==> config.mk <==
export PLATFORM = sky130hd
export DESIGN_NAME = v_chunk_fifo
export DESIGN_NICKNAME = d
export VERILOG_FILES = /design/src/rtl/mlops_pkg.sv /design/src/rtl/v_chunk_fifo_chunk_ram.sv /design/src/rtl/v_chunk_fifo.sv
export SDC_FILE = /design/constraint.sdc
export NUM_CORES = 1
export LEC_CHECK = 0
export ABC_AREA = 0
export BUFFER_PORTS_ARGS = -buffer_cell sky130_fd_sc_hd__buf_4
export CORE_MARGIN = 2
export CORE_UTILIZATION = 45
export DETAILED_ROUTE_END_ITERATION = 12
export GPL_TIMING_DRIVEN = 0
export HOLD_SLACK_MARGIN = 0.1
export PLACE_DENSITY_LB_ADDON = 0.15
export SYNTH_ARGS = -nofsm -noshare
export SYNTH_HDL_FRONTEND = slang
export SYNTH_SLANG_ARGS = --single-unit
==> constraint.sdc <==
create_clock -name clk_in -period 4.65 [get_ports clk_in]
set_clock_uncertainty 0.15 [all_clocks]
set_input_delay 0.93 -clock clk_in [delete_from_list [all_inputs] [get_ports clk_in]]
set_output_delay 0.93 -clock clk_in [all_outputs]
set_load 0.02 [all_outputs]
==> src/rtl/mlops_pkg.sv <==
// Shared constants and small helpers for the vector activation datapath.
package mlops_pkg;

    localparam int NBITS_DEFAULT = 8;

    function automatic int ceil_div(input int a, input int b);
        return (a + b - 1) / b;
    endfunction

    // Increment with an explicit wrap so non-power-of-two depths work.
    function automatic int unsigned ptr_wrap(input int unsigned ptr, input int unsigned last);
        return (ptr == last) ? 32'd0 : ptr + 32'd1;
    endfunction

endpackage

==> src/rtl/v_chunk_fifo_chunk_ram.sv <==
// Simple dual-port chunk RAM: one write port, one registered read port.
module chunk_ram #(
    parameter int Width = 16,
    parameter int Depth = 8,
    parameter int AddrW = (Depth > 1) ? $clog2(Depth) : 1
) (
    input  logic             i_clk,
    input  logic             i_srst,
    input  logic             i_wr_en,
    input  logic [AddrW-1:0] i_wr_addr,
    input  logic [Width-1:0] i_wr_data,
    input  logic             i_rd_en,
    input  logic [AddrW-1:0] i_rd_addr,
    output logic [Width-1:0] o_rd_data
);

    logic [Width-1:0] r_mem [Depth];
    logic [Width-1:0] r_rd_data;

    always_ff @(posedge i_clk) begin
        if (i_wr_en) begin
            r_mem[i_wr_addr] <= i_wr_data;
        end
    end

    // Output register holds between reads so the consumer sees a stable chunk.
    always_ff @(posedge i_clk) begin
        if (i_srst) begin
            r_rd_data <= '0;
        end else if (i_rd_en) begin
            r_rd_data <= r_mem[i_rd_addr];
        end
    end

    assign o_rd_data = r_rd_data;

endmodule

==> src/rtl/v_chunk_fifo.sv <==
// Chunk-granular FIFO feeding the vector activation stages; counts chunks, not vectors.
module v_chunk_fifo
    import mlops_pkg::*;
#(
    parameter int InVecLength = 8,
    parameter int WorkingRegs = 2,
    parameter int NBits       = NBITS_DEFAULT,
    parameter int Depth       = 2 * ceil_div(InVecLength, WorkingRegs)
) (
    input  logic                               clk_in,
    input  logic                               rst_in,
    input  logic                               wr_en,
    input  logic [WorkingRegs*NBits-1:0]       wr_data,
    input  logic                               rd_req,
    output logic [WorkingRegs*NBits-1:0]       rd_data,
    output logic                               rd_valid,
    output logic                               vector_ready,
    output logic                               full,
    output logic                               empty,
    output logic [$clog2(Depth+1)-1:0]         count,
    output logic                               overflow,
    output logic                               underflow
);

    localparam int ChunksPerVec = ceil_div(InVecLength, WorkingRegs);
    localparam int PtrW         = (Depth > 1) ? $clog2(Depth) : 1;
    localparam int CntW         = $clog2(Depth + 1);
    localparam int ChunkW       = WorkingRegs * NBits;

    localparam logic [CntW-1:0] DEPTH_C = CntW'(Depth);
    localparam logic [CntW-1:0] CPV_C   = CntW'(ChunksPerVec);

    logic [PtrW-1:0] r_wr_ptr;
    logic [PtrW-1:0] r_rd_ptr;
    logic [CntW-1:0] r_count;
    logic            r_rd_valid;
    logic            r_overflow;
    logic            r_underflow;

    logic w_full;
    logic w_empty;
    logic w_rd_do;
    logic w_wr_accept;

    assign w_full      = (r_count == DEPTH_C);
    assign w_empty     = (r_count == '0);
    assign w_rd_do     = rd_req && !w_empty;
    // A read on the same edge frees a slot, so a full FIFO can still accept.
    assign w_wr_accept = wr_en && (!w_full || w_rd_do);

    always_ff @(posedge clk_in) begin
        if (rst_in) begin
            r_wr_ptr    <= '0;
            r_rd_ptr    <= '0;
            r_count     <= '0;
            r_rd_valid  <= 1'b0;
            r_overflow  <= 1'b0;
            r_underflow <= 1'b0;
        end else begin
            if (w_wr_accept) begin
                r_wr_ptr <= PtrW'(ptr_wrap(32'(r_wr_ptr), 32'(Depth - 1)));
            end
            if (w_rd_do) begin
                r_rd_ptr <= PtrW'(ptr_wrap(32'(r_rd_ptr), 32'(Depth - 1)));
            end
            r_count    <= r_count + CntW'(w_wr_accept) - CntW'(w_rd_do);
            r_rd_valid <= w_rd_do;
            if (wr_en && !w_wr_accept) begin
                r_overflow <= 1'b1;
            end
            if (rd_req && w_empty) begin
                r_underflow <= 1'b1;
            end
        end
    end

    chunk_ram #(
        .Width (ChunkW),
        .Depth (Depth),
        .AddrW (PtrW)
    ) u_ram (
        .i_clk     (clk_in),
        .i_srst    (rst_in),
        .i_wr_en   (w_wr_accept && !rst_in),
        .i_wr_addr (r_wr_ptr),
        .i_wr_data (wr_data),
        .i_rd_en   (w_rd_do && !rst_in),
        .i_rd_addr (r_rd_ptr),
        .o_rd_data (rd_data)
    );

    assign rd_valid     = r_rd_valid;
    assign count        = r_count;
    assign full         = w_full;
    assign empty        = w_empty;
    assign vector_ready = (r_count >= CPV_C);
    assign overflow     = r_overflow;
    assign underflow    = r_underflow;

endmodule

Yosys cells after proc, flatten, opt, wreduce, memory -nomap -nowiden:

Memory sizes are Yosys's and may differ from the RTL's. A register that Yosys moved wholly into a read port is not among the register bits.
Index checks and enable logic that the tools add are counted.
W data, S select, Z words.

* register bits after elaboration: 13
* RAM bits: 128
* output and inout bits: 26
* bits of input ports: 20
* memories: 1
* word-level logic and storage cells: 31

* equality and inequality tests: 3
* add/sub/neg operators: 4
* reduce and logical (&&, ||, !) cells: 12
* magnitude comparators: 1
* mux-type cells: 4

Memory list
* u_ram.r_mem: depth 8, width 16, rd ports 1, clocked after Yosys merged registers in 1, write ports 1, RTL line v_chunk_fifo_chunk_ram.sv:17 `logic [Width-1:0] r_mem [Depth];`

Operators by type and width (number)
* $add A3 B1 Y3 const B: 2
* $eq A3 B3 Y1 const B: 2
* $logic_and A1 B1 Y1: 6
* $mux W3: 2
* $add A4 B1 Y4: 1
* $eq A4 B4 Y1 const B: 1
* $ge A4 B3 Y1 const B: 1
* $logic_not A1 Y1: 4
* $logic_not A4 Y1: 1
* $sub A4 B1 Y4: 1
* $mux W1: 2
* $logic_or A1 B1 Y1: 1

Longest topological paths before layout:

* depth after elaboration: 8
* depth in mapped cells: 12
* depth with buffers taken out: 11

Hierarchy:

From an unflattened synthesis, not the netlist that was laid out.

* cells, all modules: 394
* area total of the unflattened synthesis: 6328.6 um2

Modules (own cells, without submodules)
* chunk_ram: seq. area each 4164.0 um2, area an instance 5570.3 um2, times used 1, cells an instance 307
* v_chunk_fifo: seq. area each 260.2 um2, area an instance 758.2 um2, times used 1, cells an instance 87

Worst setup path after synthesis:

Ideal clock, no wire load.

* kind: input -> register
* start: in rd_req
* end: mem u_ram.r_mem[0][0], enable pin
* required time: 4.064 ns
* data arrival time: 2.946 ns
* setup time: 0.436 ns
* buffers on the path: 0
* setup slack: 1.118 ns
* cell stages on the path: 3
* cells stage by stage: and2b_1 > o21ai_4 > nor4b_1

* word-level cells in the longest chain between the ends: 6

RTL lines
* start: declaration: RTL line v_chunk_fifo.sv:14 `input logic rd_req,`
* $logic_and A1 B1 Y1: RTL line v_chunk_fifo.sv:47 `assign w_rd_do = rd_req && !w_empty;`
* $logic_or A1 B1 Y1: RTL line v_chunk_fifo.sv:49 `assign w_wr_accept = wr_en && (!w_full || w_rd_do);`
* $logic_and A1 B1 Y1: RTL line v_chunk_fifo.sv:49
* $logic_and A1 B1 Y1: RTL line v_chunk_fifo.sv:84 `.i_wr_en (w_wr_accept && !rst_in),`
* $mux W1: RTL line v_chunk_fifo_chunk_ram.sv:21 `if (i_wr_en) begin`
* $mux W1 (not written as such): RTL line v_chunk_fifo_chunk_ram.sv:22 `r_mem[i_wr_addr] <= i_wr_data;`
* end: declaration: RTL line v_chunk_fifo_chunk_ram.sv:17

No other way between the ends.

Worst setup path in the final report:

* start: reg r_count[2], in the netlist count[2]
* end: out full

* word-level cells in the longest chain between the ends: 1

RTL lines
* start: declaration: RTL line v_chunk_fifo.sv:35 `logic [CntW-1:0] r_count;`
* start signal: assignment: RTL line v_chunk_fifo.sv:66 `r_count <= r_count + CntW'(w_wr_accept) - CntW'(w_rd_do);`
* $eq A4 B4 Y1: RTL line v_chunk_fifo.sv:45 `assign w_full = (r_count == DEPTH_C);`
* end: declaration: RTL line v_chunk_fifo.sv:18 `output logic full,`

No other way between the ends.

==> metrics.md <==
| Metric | Value |
|---|---|
| CTS tree | `done` |
| Pin count of the biggest net entering global routing | `17` |
| DRT iter0 DRCs | `220` |
| Setup crit end kind | `primary output` |
| Critical path class | `flip-flop to primary output` |
| Post-CTS Setup Bufs | `0` |
| Number of global-route vias before repair | `3432` |
| Clock transition at path regs | `0.06 ns` |
| Post-synthesis cell count | `around 360` |
| Hold Violations, Final | `0` |
| CP Max Fanout | `3` |
| Comb power frac | `24.0%` |
| GRT overflow | `0` |
| Starting Density | `46.2%` |
| RSZ-0062 raised after global routing | `no` |
| Ys flop type | `edfxtp_1` |
| Worst hold-check path type | `flip-flop to flip-flop` |
| Fillcell total | `a little over 1000` |
| Clock latency on the worst-skew pair | `roughly 0.42 ns` |
| Initial antenna violation count | `0` |
| Lkg Pwr | `2.59 nW` |
| TritonRoute pass-1 iters | `5` |
| Critical Path RT | `3.57 ns` |
| Worst path arrival time | `between 1.5 and 2 ns` |
| Core area | `between 0.01 and 0.015 sq mm` |
| Cell area after layout | `~0.0074 sq mm` |
| Clock network fraction of design power | `33.1%` |
| DRC Markers | `0` |
| Synth cell types | `40` |
| Placed Instance Area | `0.00684 sq mm` |
| WL/cell | `20.1 um` |
| Sw frac | `approximately 27%` |
| Synth async-reset ratio | `0%` |
| Count of input and output buffers | `44` |
| Commonest non-fill, non-tap cell in the layout | `edfxtp_1` |
| Die area | `0.0146 sq mm` |
| Die Y | `121 um` |
| Seq/Total Area, Yosys | `between 70% and 80%` |
| VDD IR max | `0.000343 V` |
| Max Buffers Root-to-Sink | `2` |
| CTS Root Cell | `clkbuf_16` |
| Leading cell types by total area after synthesis | `edfxtp_1, mux2i_1, dfxtp_1` |
| Via count | `between 3000 and 4000` |
| Post-CTS Resized | `0` |
| Crit share post-route | `between 50% and 60%` |
| Commonest cells after routing, fill and taps aside | `edfxtp_1, mux2i_1, buf_4` |
| Final min period | `around 2.7 ns` |
| Hold Slack | `0.315 ns` |
| Routed wire length | `approximately 13000 um` |
| Num CTS Buffers | `17` |
| Sequential power share | `between 40 and 50%` |
| Startpoint Class | `flip-flop` |
| Max Cap Viol | `0` |
| H-Tree Depth | `4` |
| Number of flops mapped to enable cells by yosys | `128` |
| Synthesized area | `slightly above 0.006 sq mm` |
| # nets final | `466` |
| Routability Congestion | `0.728` |
| Share of the synthesized area in the top cell type | `62.6%` |
| Global-route wire length before repair | `19100 um` |
| Avg Inst Size Synth | `16.9 sq um` |
| Routed vias/inst | `5.36` |
| Sw Pwr | `0.00107 W` |
| Post-DP HPWL | `8150 um` |
| Rel. slew slack | `33.2%` |
| #FFs+latches synth | `about 160` |
| Area growth syn-to-layout | `20.6%` |
| Antenna Cells | `0` |
| Post-synthesis net count | `393` |
| Final Max Tran Viols | `0` |
| Hold_buf cts | `0` |
| Status | `finished clean` |
| Total internal power | `approximately 0.0029 W` |
| Setup Viol. Count Final | `0` |
| Area leader, netlist | `edfxtp_1` |
| Share of layout cells above drive strength 1 | `24.3%` |
| # clock sinks | `157` |
| Cell Pwr Density | `533 mW/mm^2` |
| Top Ports | `46` |
| Slew at the pin with the worst max-slew slack | `~1 ns` |
| Routed Antenna Nets | `0` |
| DIE WIDTH | `between 100 and 150 um` |
| Max Fclk | `0.370 GHz` |
| Row Count | `42` |
| Gr usage total | `18.5%` |
| Yosys Warn Count | `0` |
-- through the flow --
step,setup WS [ns],utilization (%),cells,total power [W],TNS [ns]
2_1_floorplan,1.12,-,363,0.00235,0
3_3_place_gp,-0.972,50.3,583,0.00265,-26.38
3_5_place_dp,1.59,51.4,593,0.00268,0
4_1_cts,1.92,55.7,625,0.00397,0
5_1_grt,1.81,55.7,625,0.00412,0
6_report,1.95,55.7,625,0.00394,0
-- cell usage after synthesis (2+ instances only) --
library cell and count:
a21oi_1 6, a22oi_1 32, a32o_1 15, buf_2 5, buf_4 6, buf_6 3
clkbuf_1 5, dfxtp_1 29, edfxtp_1 128, ha_1 9, inv_1 7, mux2i_1 66
nand2_1 7, nor2_1 13, nor2b_1 3, nor3_1 3, or3_1 2, or3b_1 2
-- state kept, by name, indices dropped and copies added (netlist names) --
name             flops
r_wr_ptr             3
underflow            1
rd_valid             1
r_rd_ptr             3
u_ram.o_rd_data     16
u_ram.r_mem        128
overflow             1
count                4
-- final cells by class --
| cell class | count | area [sq um] | share of cell area, % |
|---|---|---|---|
| Sequential cell | 157 | 4420 | 59.8 |
| Multi-Input combinational cell | 178 | 1570 | 21.1 |
| Clock buffer | 24 | 472 | 6.37 |
| Timing Repair Buffer | 54 | 447 | 6.04 |
| Tap cell | 176 | 220 | 2.98 |
| Buffer | 21 | 158 | 2.13 |
| Clock inverter | 8 | 88.8 | 1.20 |
| Inverter | 7 | 26.3 | 0.355 |
-- routing by layer --
metal  GRT usage (%)  part of all wire (%)
met5               0                     0
met4            7.49                   2.0
met3            4.95                   5.5
met2            29.1                    47
met1            24.5                    46
-- power by group through the flow --
stage / clock network, W / logic [W] / registers (W)
floorplan: 0 / 0.000567 / 0.00178
global placement: 0 / 0.000932 / 0.00172
detailed placement: 0 / 0.000955 / 0.00172
CTS: 0.00132 / 0.000960 / 0.00169
global route: 0.00138 / 0.00103 / 0.00170
finish: 0.00130 / 0.000947 / 0.00169
-- worst max-delay path, stage by stage, from the launching register on --
cell,delay (ns)
dfxtp_1,0.31
inv_1,0.10
ha_1,0.15
or3b_4,0.40
inv_1,0.10
buf_4,0.15
-- worst paths after layout --
check	cells past startpoint	to	slack, ns	from
setup / recovery	5	full	1.95	count[2]$_SDFF_PP0_
hold / removal	1	u_ram.o_rd_data[14]$_SDFFE_PP0P_	0.32	u_ram.o_rd_data[14]$_SDFFE_PP0P_
setup reg to reg	6	u_ram.r_mem[1][10]$_DFFE_PP_	1.97	count[2]$_SDFF_PP0_
hold reg to reg	1	u_ram.o_rd_data[14]$_SDFFE_PP0P_	0.32	u_ram.o_rd_data[14]$_SDFFE_PP0P_
-- cells by family (layout without fill, tap and decap cells) --
| family | count (synthesis) | after routing | share of synthesized area, % |
|---|---|---|---|
| xor+xnor | 2 | 2 | 0.285 |
| flops | 157 | 157 | 72.1 |
| fa+ha+maj | 10 | 10 | 2.16 |
| compound gates | 59 | 59 | 7.73 |
| simple gates | 41 | 41 | 4.00 |
| mux | 66 | 66 | 10.8 |
| buf+inv | 28 | 114 | 3.00 |
Note: power is estimated with default switching activity, not from simulation.
